**src/rtl/gray_pkg.sv**
```systemverilog
// Shared width default and binary-to-Gray conversion for the gray counter.
package gray_pkg;

  localparam int GRAY_WIDTH = 3;

  // Adjacent codes differ in exactly one bit: each bit is XORed with its upper neighbour.
  function automatic logic [GRAY_WIDTH-1:0] bin_to_gray(input logic [GRAY_WIDTH-1:0] bin);
    return bin ^ (bin >> 1);
  endfunction

endpackage

```
**src/rtl/gray_bin2gray.sv**
```systemverilog
// Combinational binary-to-Gray converter, WIDTH-parameterized.
module bin2gray
  import gray_pkg::*;
#(
  parameter int WIDTH = GRAY_WIDTH
) (
  input  logic [WIDTH-1:0] bin_i,
  output logic [WIDTH-1:0] gray_o
);

  // The package function is sized for the default width; other widths use the same rule inline.
  generate
    if (WIDTH == GRAY_WIDTH) begin : g_pkg
      assign gray_o = bin_to_gray(bin_i);
    end else begin : g_generic
      assign gray_o = bin_i ^ (bin_i >> 1);
    end
  endgenerate

endmodule

```
**src/rtl/gray.sv**
```systemverilog
// Enabled binary counter presented as a Gray code, with a sticky wrap flag.
module gray
  import gray_pkg::*;
#(
  parameter int WIDTH = GRAY_WIDTH
) (
  input  logic             Clk,
  input  logic             Reset,
  input  logic             En,
  output logic             Overflow,
  output logic [WIDTH-1:0] Output
);

  // Declaration initializers give defined outputs before the first reset.
  logic [WIDTH-1:0] cnt_q = '0;
  logic             ovf_q = 1'b0;
  logic [WIDTH-1:0] cnt_d;
  logic             ovf_d;

  always_comb begin
    cnt_d = cnt_q;
    ovf_d = ovf_q;
    if (En) begin
      cnt_d = cnt_q + 1'b1;
      if (cnt_q == {WIDTH{1'b1}}) ovf_d = 1'b1;
    end
  end

  // Reset overrides enable, so a simultaneous wrap never sets the flag.
  always_ff @(posedge Clk) begin
    if (Reset) begin
      cnt_q <= '0;
      ovf_q <= 1'b0;
    end else begin
      cnt_q <= cnt_d;
      ovf_q <= ovf_d;
    end
  end

  assign Overflow = ovf_q;

  bin2gray #(.WIDTH(WIDTH)) u_bin2gray (
    .bin_i  (cnt_q),
    .gray_o (Output)
  );

endmodule

```
**config.mk**
```make
export PLATFORM = sky130hd
export DESIGN_NAME = gray
export DESIGN_NICKNAME = d
export VERILOG_FILES = /design/src/rtl/gray_pkg.sv /design/src/rtl/gray_bin2gray.sv /design/src/rtl/gray.sv
export SDC_FILE = /design/constraint.sdc
export NUM_CORES = 1
export LEC_CHECK = 0
export CORE_AREA = 2 2 39 41
export DETAILED_ROUTE_END_ITERATION = 10
export DIE_AREA = 0 0 41 43
export DONT_BUFFER_PORTS = 1
export HOLD_SLACK_MARGIN = 0.06
export PLACE_DENSITY_LB_ADDON = 0.3
export SYNTH_ARGS = -nofsm -noshare
export SYNTH_HDL_FRONTEND = slang
export SYNTH_SLANG_ARGS = --single-unit
```
**constraint.sdc**
```tcl
create_clock -name Clk -period 1 [get_ports Clk]
set_input_delay 0.15 -clock Clk [delete_from_list [all_inputs] [get_ports Clk]]
set_output_delay 0.15 -clock Clk [all_outputs]
set_load 0.005 [all_outputs]
```
==> reports/metrics.yaml <==
clock_tree:
  htreeDepth: 1
  clk_path_buf_depth: 2
  cts_tree: "done"
  cts_root_buf: "clkbuf_4"
  clock_latency_ns: 0.23
  cts_sinks: 4
  cts.clk_slew.worst_paths_ns: 0.04
  cts-buffers-inserted: 3
  post_cts_buffers: 0
yosys:
  synth_top_area_share_pct: 47.1
  syn_nets: 21
  yosysSeqAreaShare_pct: 47.1
  synth.cell_area_um2: 170
  yosysWarningCount: 0
  synth-async-reset-ratio_pct: 0
  synth_cell_type_count: 8
  yosys-top-cells-count: "4 x dfxtp_1, 4 x nor2_1, 2 x ha_1, 2 x mux2i_1"
  ys_seq_elements: 4
  syn_inst: 16
  synth_edf_count: 0
  synth_ff_type: "dfxtp_1"
  synth_area_leaders: "dfxtp_1 47%, ha_1 15%, mux2i_1 12%"
  avgSynthCellArea_um2: 10.6
  yosysTopAreaCell: "dfxtp_1"
sta:
  finalHoldViolCount: 0
  slew_headroom_pct: 89.1
  tightest_slew_ns: 0.159
  clock.fmax_mhz: 993
  rsz0062_at_grt: "yes"
  setup-violations-final: 1
  fin_crit_sh_pct: 101
  clock_skew_ns: 0.00266
  setup_slack_ns: -0.00683
  fin_crit_ns: 1.01
  slew_viol_final: 0
route:
  first_pass_iters: 1
  ant_nets: 0
  totalWireLength_um: 378
  vias: 127
  drtIter0Drc: 0
  route.detailed.drc: 0
  viasPerCell: 3.43
  post_drt_wl_per_cell_um: 10.2
critical_path:
  crit-reg2reg-launch: "cnt_q[1]"
  start_kind: "flop"
  cp.arrival_ns: 0.86
  r2r-end: "cnt_q[2]"
  path_class: "reg -> out"
  rr_worst_depth: 4
  crit_required_ns: 0.85
  crit_fanout: 3
  end_kind: "primary output"
  r2r_slack_ns: 0.01
outcome:
  violations: "setup timing"
  status: "finished, violations left"
floorplan:
  dieHeight_um: 43
  io_pins: 7
  rows: 14
  die_w_um: 41
  start_util_pct: 12.3
  coreArea_um2: 1380
  die_area_um2: 1760
layout:
  stdcell_count: 37
  layout-drive-gt1-share_pct: 57.1
  diodes: 0
  stdcell_area_um2: 278
  nNetsFinal: 28
  n_fill_cell: 154
  final_util_pct: 20.1
  syn_to_final_growth_pct: 63.2
global_route:
  grt_pass1_vias: 139
  grt_max_degree: 5
  antenna_found_initial: 0
  grt_first_pass_wirelength_um: 607
  grt_overflow: 0
  track_usage_pct: 5.93
placed_design:
  io_buffers: 0
  dp_cells: 33
  placedInstanceArea_um2: 215
  place.gp.congestion: 0.516
power:
  p_leak_uw: 0.000111
  powerDensity_nw_per_um2: 1580
  ir_drop_mv: 0.554
worst_hold_path:
  hold_class: "in -> reg"
  hold_depth: 2
  hold-path-endpoint: "Overflow"
  min_from: "En"
job:
  drv_cap: 0
[worst max path at each step]
stage | from | to | slack [ns] | cells past startpoint
floorplan | cnt_q[1] | cnt_q[2] | 0.03 | 4
global placement | cnt_q[0] | cnt_q[2] | 0.02 | 4
detailed placement | cnt_q[1] | cnt_q[2] | -0.008 | 4
CTS | cnt_q[2] | Output[1] | -0.02 | 2
global route | cnt_q[1] | cnt_q[2] | -0.05 | 4
finish | cnt_q[2] | Output[1] | -0.007 | 2
[registers in the layout, indices dropped and copies added (netlist names)]
name      cells
cnt_q         3
Overflow      1
[power by group]
part           switching (uW)  internal, uW  leakage, uW
combinational            23.4          35.9    0.0000630
clock                    63.5           134    0.0000138
sequential               9.84           171    0.0000338
[stage by stage]
step / power (uW) / hold slack [ns] / TNS, ns / setup slack [ns]
2_1_floorplan: 210 / 0.215 / 0 / 0.0266
3_3_place_gp: 220 / 0.216 / 0 / 0.0223
3_5_place_dp: 223 / 0.219 / -0.00765 / -0.00765
4_1_cts: 446 / 0.0673 / -0.0216 / -0.0216
5_1_grt: 465 / 0.0777 / -0.0936 / -0.0469
6_report: 438 / 0.0592 / -0.00683 / -0.00683
[layout by cell type (no fill, tap or decap), drive strengths merged]
| cell type | netlist | layout |
|---|---|---|
| dfxtp | 4 | 4 |
| dlygate4sd3 | 0 | 1 |
| clkbuf | 0 | 3 |
| nor2 | 4 | 4 |
| xnor2 | 1 | 1 |
| a21oi | 1 | 1 |
| buf | 1 | 2 |
| xor2 | 1 | 1 |
| mux2i | 2 | 2 |
| ha | 2 | 2 |
[timing repair]
action / 4_1_cts / 5_1_grt
pin swaps: 1 / 0
hold buffers: 1 / 0
setup endpoints to repair: 3 / 4
resized for setup: 4 / 2
hold endpoints to repair: 4 / 0
[worst max-delay path, stage by stage (launching register included)]
cell	delay [ns]
dfxtp_2	0.33
buf_6	0.13
xor2_2	0.17
[cells by family after synthesis]
group	share of synthesized area (%)
buf+inv	4.41
simple gates	8.82
fa+ha+maj	14.7
mux	11.8
flops	47.1
compound gates	2.94
xor+xnor	10.3
[metal layers]
metal,global-route usage [%],vias to the layer above,part of all wire [%]
li1,-,62,-
met1,7.42,56,48
met2,5.63,9,37
met3,6.28,0,16
met4,4.00,0,0
met5,0,-,0
[final cells by class]
class / instances / area, um2 / share of cell area [%]
Clock buffer: 3 / 22.5 / 8.11
Multi-Input combinational cell: 11 / 119 / 42.8
Sequential cell: 4 / 83.8 / 30.2
Tap cell: 16 / 20.0 / 7.21
Timing Repair Buffer: 3 / 32.5 / 11.7
No activity file was read; power rests on OpenSTA's default activity.
